$ cat config.mk
export PLATFORM = sky130hd
export DESIGN_NAME = fetch_ctrl
export DESIGN_NICKNAME = d
export VERILOG_FILES = /design/src/rtl/fetch_ctrl.sv
export SDC_FILE = /design/constraint.sdc
export NUM_CORES = 1
export LEC_CHECK = 0
export CORE_MARGIN = 2
export CORE_UTILIZATION = 29
export CTS_CLUSTER_DIAMETER = 120
export CTS_CLUSTER_SIZE = 28
export DETAILED_ROUTE_END_ITERATION = 7
export PLACE_DENSITY = 0.63
export SLEW_MARGIN = 20
export SYNTH_ARGS = -nofsm -noshare
export SYNTH_HDL_FRONTEND = slang
export SYNTH_SLANG_ARGS = --single-unit
$ cat constraint.sdc
create_clock -name clk -period 2.1 [get_ports clk]
set_input_delay 0.42 -clock clk [delete_from_list [all_inputs] [get_ports clk]]
set_output_delay 0.42 -clock clk [all_outputs]
set_load 0.05 [all_outputs]
$ cat src/rtl/fetch_ctrl.sv
// Instruction fetch controller: next-PC selection, single-level exception
// entry/return, and a one-cycle flush pulse whenever the fetch stream redirects.
module fetch_ctrl #(
  parameter int unsigned    N          = 64,
  parameter logic [N-1:0]   EXC_VECTOR = N'(64'hD8)
) (
  input  logic         clk,
  input  logic         reset,
  input  logic         stall,
  input  logic         branch_taken,
  input  logic [N-1:0] branch_target,
  input  logic         exc_req,
  input  logic [3:0]   exc_cause,
  input  logic [N-1:0] exc_pc,
  input  logic         eret,
  output logic [N-1:0] pc,
  output logic [5:0]   imem_addr,
  output logic [N-1:0] elr,
  output logic [3:0]   esr,
  output logic         in_handler,
  output logic         flush
);

  typedef enum logic {
    RUN     = 1'b0,
    HANDLER = 1'b1
  } state_t;

  state_t state;

  // Word address straight from the registered PC so instruction data is
  // available in the same cycle the PC is presented.
  assign imem_addr = pc[7:2];

  // PC, exception registers and mode; exceptions only enter from RUN and
  // ERET only returns from HANDLER, so the two never compete in one state.
  always_ff @(posedge clk) begin
    if (reset) begin
      state      <= RUN;
      pc         <= '0;
      elr        <= '0;
      esr        <= '0;
      in_handler <= 1'b0;
      flush      <= 1'b0;
    end else begin
      flush <= 1'b0;
      if (state == RUN && exc_req) begin
        state      <= HANDLER;
        in_handler <= 1'b1;
        pc         <= EXC_VECTOR;
        elr        <= exc_pc;
        esr        <= exc_cause;
        flush      <= 1'b1;
      end else if (state == HANDLER && eret) begin
        state      <= RUN;
        in_handler <= 1'b0;
        pc         <= elr;
        flush      <= 1'b1;
      end else if (branch_taken) begin
        pc    <= branch_target;
        flush <= 1'b1;
      end else if (!stall) begin
        pc <= pc + N'(4);
      end
    end
  end

endmodule

==> reports/results.tsv, run 1 <==
metric	value	unit
initial antenna violation count	0	
flop2flop setup slack	-40	ps
H-tree depth reported by CTS	4	
min Tclk post-route	2140	ps
Initial DRT Pass Iterations	7	
Hold Crit Start	reset	
Worst-path clk slew	60	ps
Post-Syn Area	7010	um2
DR vias/cell	5.33	
Starting Density	29.7	%
Startpoint Class	register	
Peak VDD IR	509	uV
root buf cell	clkbuf_16	
Final Hold Fails	0	
FFs w/ async S/R, synth	0	%
largest net degree at the start of global routing	74	
Final Skew	17.1	ps
share of cells above drive strength 1	23.1	%
placed inst area	11000	um2
Worst Hold Class	in -> reg	
Skew-Pair Late Insertion Delay	430	ps
max_cap viols	0	
total die area	25400	um2
vias in the first global route	8383	
worst-case reg-to-reg path depth	6	
final worst slack	-41.1	ps
CORE AREA	23600	um2
global route overflow	0	
Synth Flop Type	dfxtp_1	
Power Density	687	nW/um2
GRT Resource Usage Total	24.1	%
Hold Path Stages	2	
IO buf count	277	
via count	8714	
Std-Cell Rows	56	
crit-path max FO	4	
Multi-input gate area	4330	um2
Cell variety after synth	53	
Yosys reg bits	134	
DIE WIDTH	159	um
final setup violation count	3	
drt total wl	31800	um
Final #Nets	1442	
Post-Synthesis Mean Instance Area	7.38	um2
post-synthesis net count	1089	
Layout fillers	2296	
Area growth, synth to finish	71.8	%
RSZ-0062 raised after global routing	true	
Iter 0 DRT Violations	631	
GP Congestion	0.923	
Routed Antenna Nets	0	
sequential area share after synthesis	38.3	%
CP arrival	2450	ps
register area	2800	um2
detailed-route DRC error count	0	
DR WL/cell	19.4	um
Final period util	102	%
top post-synthesis cells by count	nand2_1 (197), a21oi_1 (138), dfxtp_1 (134)	
leading area contributor after synthesis	dfxtp_1	
setup total negative slack	-93.6	ps
ant diodes	0	
cells after synthesis	950	
Detail Placement HPWL	23500	um
maximum root-to-sink buffer count	2	
Pleak	4.73	nW
Worst Hold Margin	343	ps
top cells by area in the synthesized netlist	dfxtp_1 (38%), nand2_1 (11%), a21oi_1 (9.9%)	
Critical R2R Capture	pc[43]$_SDFFE_PP0P_	
CTS sink count	134	
Max Transition Viols Final	0	
synth warn	0	
Synth top area share	38.3	%
status	complete, but fails checks	
Worst Path Class, Setup	reg -> reg	
Finished Cell Area	12000	um2
I/O pin cnt	278	
Chip Height	159	um
R2R Path Start	pc[14]$_SDFFE_PP0P_	
critical path endpoint category	register	
Hold Path Sink	elr[37]$_SDFFE_PP0P_	
CTS tree	built	
Tightest Pin Transition	705	ps
CP required	2410	ps
violated checks	negative setup slack	
slew margin rel.	53.0	%
f_max	467	MHz
CTS Buf Count	17	
count leader, synth	nand2_1	
Post-synth EDFFs	0	
first-pass GRT wire length	48300	um
[final cells by class]
cell class	count	area share, %
clock buffers	23	4.51
clock inverters	9	0.904
inverters	8	0.249
multi-input cells	730	36.0
flip-flops and latches	134	23.2
well taps	319	3.32
repair buffers	412	31.8
[state kept, by name, summed over array words and instances, names as in the netlist, named ones only]
name   flops
elr       64
flush      1
pc        62
esr        4
state      1
[critical path, cell delays in order (launching register included)]
cell and delay [ps]:
dfxtp_4 340, nand4_1 130, or4_4 560, or3_4 440, o41a_1 320, o21ai_1 140
a31oi_1 90
[metal layers]
metal | track usage, % | routed length, um
met3 | 5.55 | 2380
met2 | 38.7 | 14700
met1 | 31.9 | 13900
met5 | 0 | 0
met4 | 8.06 | 813
[layout by cell type (no fill, tap or decap), types with 9 or more instances in the layout]
| cell | synthesis | final |
|---|---|---|
| o211ai_1 | 13 | 13 |
| o22ai_1 | 16 | 16 |
| dfxtp_2 | 0 | 36 |
| o21ai_1 | 2 | 15 |
| o21ai_0 | 52 | 36 |
| dlymetal6s2s_1 | 0 | 14 |
| a31oi_1 | 11 | 11 |
| clkbuf_16 | 0 | 21 |
| nor3_1 | 20 | 15 |
| dfxtp_4 | 0 | 19 |
| nand3_1 | 37 | 30 |
| xor2_1 | 9 | 9 |
| o221ai_1 | 12 | 12 |
| nand4_1 | 28 | 28 |
| nor2_1 | 37 | 33 |
| and3_1 | 15 | 15 |
| a21oi_1 | 138 | 137 |
| nand2_1 | 197 | 192 |
| clkdlybuf4s50_1 | 0 | 201 |
| dfxtp_1 | 134 | 79 |
| xnor2_1 | 21 | 21 |
| buf_4 | 6 | 146 |
| dlygate4sd2_1 | 0 | 36 |
| or3_1 | 9 | 9 |
[cell families (layout without fill, tap and decap cells)]
group	count (synthesis)	count (layout)	share of synthesized area, %
compound gates	291	291	24.7
xor+xnor	30	30	3.75
fa+ha+maj	1	1	0.179
buf+inv	86	452	4.96
flops	134	134	38.3
mux	6	6	0.857
simple gates	402	402	27.3
[worst max path at each step]
stage,start,to,slack [ps],depth (start not counted)
after floorplan,pc[19]$_SDFFE_PP0P_,pc[43]$_SDFFE_PP0P_,-120,7
after global placement,stall,pc[20]$_SDFFE_PP0P_,-190,8
final,pc[14]$_SDFFE_PP0P_,pc[43]$_SDFFE_PP0P_,-40,6
after CTS,pc[14]$_SDFFE_PP0P_,pc[59]$_SDFFE_PP0P_,-80,6
after global routing,pc[14]$_SDFFE_PP0P_,pc[35]$_SDFFE_PP0P_,-110,7
after detailed placement,stall,pc[53]$_SDFFE_PP0P_,-220,7
[metrics by stage]
step	utilization, %	total power, mW	instances	setup slack, ps
after floorplan	-	4.05	950	-118
after global placement	46.5	4.99	1587	-185
after detailed placement	46.5	5.00	1587	-216
after CTS	49.4	8.29	1624	-76.3
after global routing	51.0	8.57	1635	-112
final	51.0	8.27	1635	-41.1
[what timing repair did]
item                       4_1_cts  5_1_grt
pin swaps                        9       37
setup buffers                    5       12
resized for setup               51       76
hold buffers                     0        0
setup endpoints to repair       53       43
[where the power goes]
group          total, mW  leakage, nW  switching [mW]  internal [mW]
clock network       3.33        0.320            1.26           2.07
logic               2.06         3.29            1.26          0.807
registers           2.88         1.13           0.166           2.71
total               8.27         4.73            2.68           5.58
(Power assumes the default switching activity.)
==> run 2: changes to the inputs <==
--- a/config.mk
+++ b/config.mk
@@ -10,6 +10,7 @@
 export CTS_CLUSTER_DIAMETER = 120
 export CTS_CLUSTER_SIZE = 28
 export DETAILED_ROUTE_END_ITERATION = 7
+export GPL_ROUTABILITY_DRIVEN = 0
 export PLACE_DENSITY = 0.63
 export SLEW_MARGIN = 20
 export SYNTH_ARGS = -nofsm -noshare
==> reports/results.tsv, run 2 (synthesis gave the netlist of run 1 again) <==
metric	value	unit	change
Max Transition Viols Final	0		unchanged
Critical R2R Capture	pc[55]$_SDFFE_PP0P_		was pc[43]$_SDFFE_PP0P_
Worst Hold Margin	342	ps	was 343 ps
Pleak	4.68	nW	was 4.73 nW
initial antenna violation count	0		unchanged
min Tclk post-route	2150	ps	was 2140 ps
Largest regs	elr (64), pc (62), esr (4)		unchanged
Final Hold Fails	0		unchanged
maximum root-to-sink buffer count	2		unchanged
worst-case reg-to-reg path depth	9		was 6
first-pass GRT wire length	48300	um	about the same
Final #Nets	1440		was 1,442
CP required	2410	ps	about the same
I/O pin cnt	278		unchanged
Largest register FFs	64		unchanged
ant diodes	0		unchanged
status	complete, but fails checks		unchanged
flop2flop setup slack	-50	ps	was -40 ps
total die area	25400	um2	unchanged
Std-Cell Rows	56		unchanged
Final Skew	13.5	ps	was 17.1 ps
H-tree depth reported by CTS	4		unchanged
Worst path top cell family by delay	simple AND/OR/NAND/NOR gates		unchanged
CTS sink count	134		unchanged
Power Density	667	nW/um2	was 687 nW/um2
CTS Buf Count	17		unchanged
Detail Placement HPWL	23200	um	was 23,500 um
detailed-route DRC error count	0		unchanged
Iter 0 DRT Violations	769		was 631
DR vias/cell	5.38		was 5.33
Hold Path Sink	elr[32]$_SDFFE_PP0P_		was elr[37]$_SDFFE_PP0P_
Tightest Pin Transition	704	ps	was 705 ps
slew margin rel.	53.0	%	about the same
share of cells above drive strength 1	22.7	%	was 23.1%
critical path endpoint category	register		unchanged
crit path cell chain	buf_6 > nand4_1 > nor4_4 > buf_4 > nand4_1 > buf_6 > nor4_4 > xnor2_1 > o211ai_1		was nand4_1 > or4_4 > or3_4 > o41a_1 > o21ai_1 > a31oi_1
Chip Height	159	um	unchanged
Peak VDD IR	418	uV	was 509 uV
setup total negative slack	-115	ps	was -93.6 ps
f_max	464	MHz	was 467 MHz
GRT Resource Usage Total	24.0	%	was 24.1%
final setup violation count	3		unchanged
DIE WIDTH	159	um	unchanged
R2R Path Start	pc[20]$_SDFFE_PP0P_		was pc[14]$_SDFFE_PP0P_
CP bufs+invs	3		was 0
most common cell after layout, fill and taps aside	clkdlybuf4s50_1		unchanged
drt total wl	31700	um	was 31,800 um
Worst-path clk slew	70	ps	was 60 ps
Layout fillers	2303		was 2,296
crit-path max FO	4		unchanged
CTS tree	built		unchanged
Hold Path Stages	2		unchanged
CP arrival	2460	ps	was 2450 ps
Area growth, synth to finish	70.3	%	was 71.8%
Hold Crit Start	reset		unchanged
commonest cells after routing, fill and taps aside	clkdlybuf4s50_1 (200), nand2_1 (191), buf_4 (140)		was clkdlybuf4s50_1 (201), nand2_1 (192), buf_4 (146)
RSZ-0062 raised after global routing	true		unchanged
slowest stage delay, CP	390	ps	was 560 ps
global route overflow	0		unchanged
final worst slack	-53.7	ps	was -41.1 ps
Starting Density	29.7	%	unchanged
Worst Hold Class	in -> reg		unchanged
Hold Buf Count CTS	0		unchanged
IO buf count	277		unchanged
Final period util	103	%	was 102%
Most flops, register	elr		unchanged
vias in the first global route	8476		was 8,383
Worst Path Class, Setup	reg -> reg		unchanged
via count	8782		was 8,714
root buf cell	clkbuf_16		unchanged
Initial DRT Pass Iterations	7		unchanged
critical path's slowest cell	nor4_4		was or4_4
max_cap viols	0		unchanged
largest net degree at the start of global routing	74		unchanged
Startpoint Class	register		unchanged
DR WL/cell	19.4	um	about the same
CORE AREA	23600	um2	unchanged
total power	7.96	mW	was 8.27 mW
violated checks	negative setup slack		unchanged
Skew-Pair Late Insertion Delay	440	ps	was 430 ps
Routed Antenna Nets	0		unchanged
-- run 2: changes by cell type in the layout (fill, tap and decap cells not counted), sizes merged, moves of 2 or more --
cell / change
dlymetal6s2s: -2
buf: -2
dlygate4sd2: +3
inv: +2
clkbuf: -2
-- run 2: per-layer routing --
metal	share of wire (%)	wire, um	GRT usage [%]	vias to the layer above
met3	8.3	2630	5.65	80
met5	0	0	0	-
met2	46	14500	37.5	441
met1	43	13600	31.8	4110
met4	3.1	989	9.96	0
li1	-	-	-	4151
-- run 2: power by group --
group          switching (mW)  internal [mW]
combinational            1.26          0.820
clock                    1.21           1.80
sequential              0.168           2.71
total                    2.64           5.33
-- run 2: timing repair --
| action | 4_1_cts | 5_1_grt |
|---|---|---|
| pin swaps | 7 | 33 |
| buffers inserted | 7 | 12 |
| setup endpoints to repair | 53 | 43 |
| resized for setup | 43 | 80 |
| endpoints found under the hold margin | 0 | 0 |
-- run 2: area by class of cell --
cell class              count  area [um2]  share of cell area, %
multi-input cells         730        4290                   36.0
repair buffers            410        3830                   32.1
flip-flops and latches    134        2800                   23.4
clock buffers              21         493                   4.13
well taps                 319         399                   3.34
clock inverters            11        93.8                  0.786
inverters                   8        30.0                  0.252
-- run 2: worst max path at each step --
stage | start | endpoint | cells after the start
after floorplan | pc[19]$_SDFFE_PP0P_ | pc[43]$_SDFFE_PP0P_ | 7
after global placement | stall | pc[21]$_SDFFE_PP0P_ | 9
after detailed placement | stall | pc[52]$_SDFFE_PP0P_ | 8
after CTS | pc[13]$_SDFFE_PP0P_ | pc[33]$_SDFFE_PP0P_ | 8
after global routing | pc[20]$_SDFFE_PP0P_ | pc[55]$_SDFFE_PP0P_ | 9
final | pc[20]$_SDFFE_PP0P_ | pc[55]$_SDFFE_PP0P_ | 9
-- run 2: through the flow --
step | cells | instance area, um2 | setup slack, ps | util (%)
detailed placement | 1582 | 11000 | -157 | 46.4
CTS | 1621 | 11600 | -53.1 | 49.0
global placement | 1582 | 11000 | -90.7 | 46.4
global route | 1633 | 11900 | -142 | 50.6
floorplan | 950 | 7180 | -118 | -
finish | 1633 | 11900 | -53.7 | 50.6
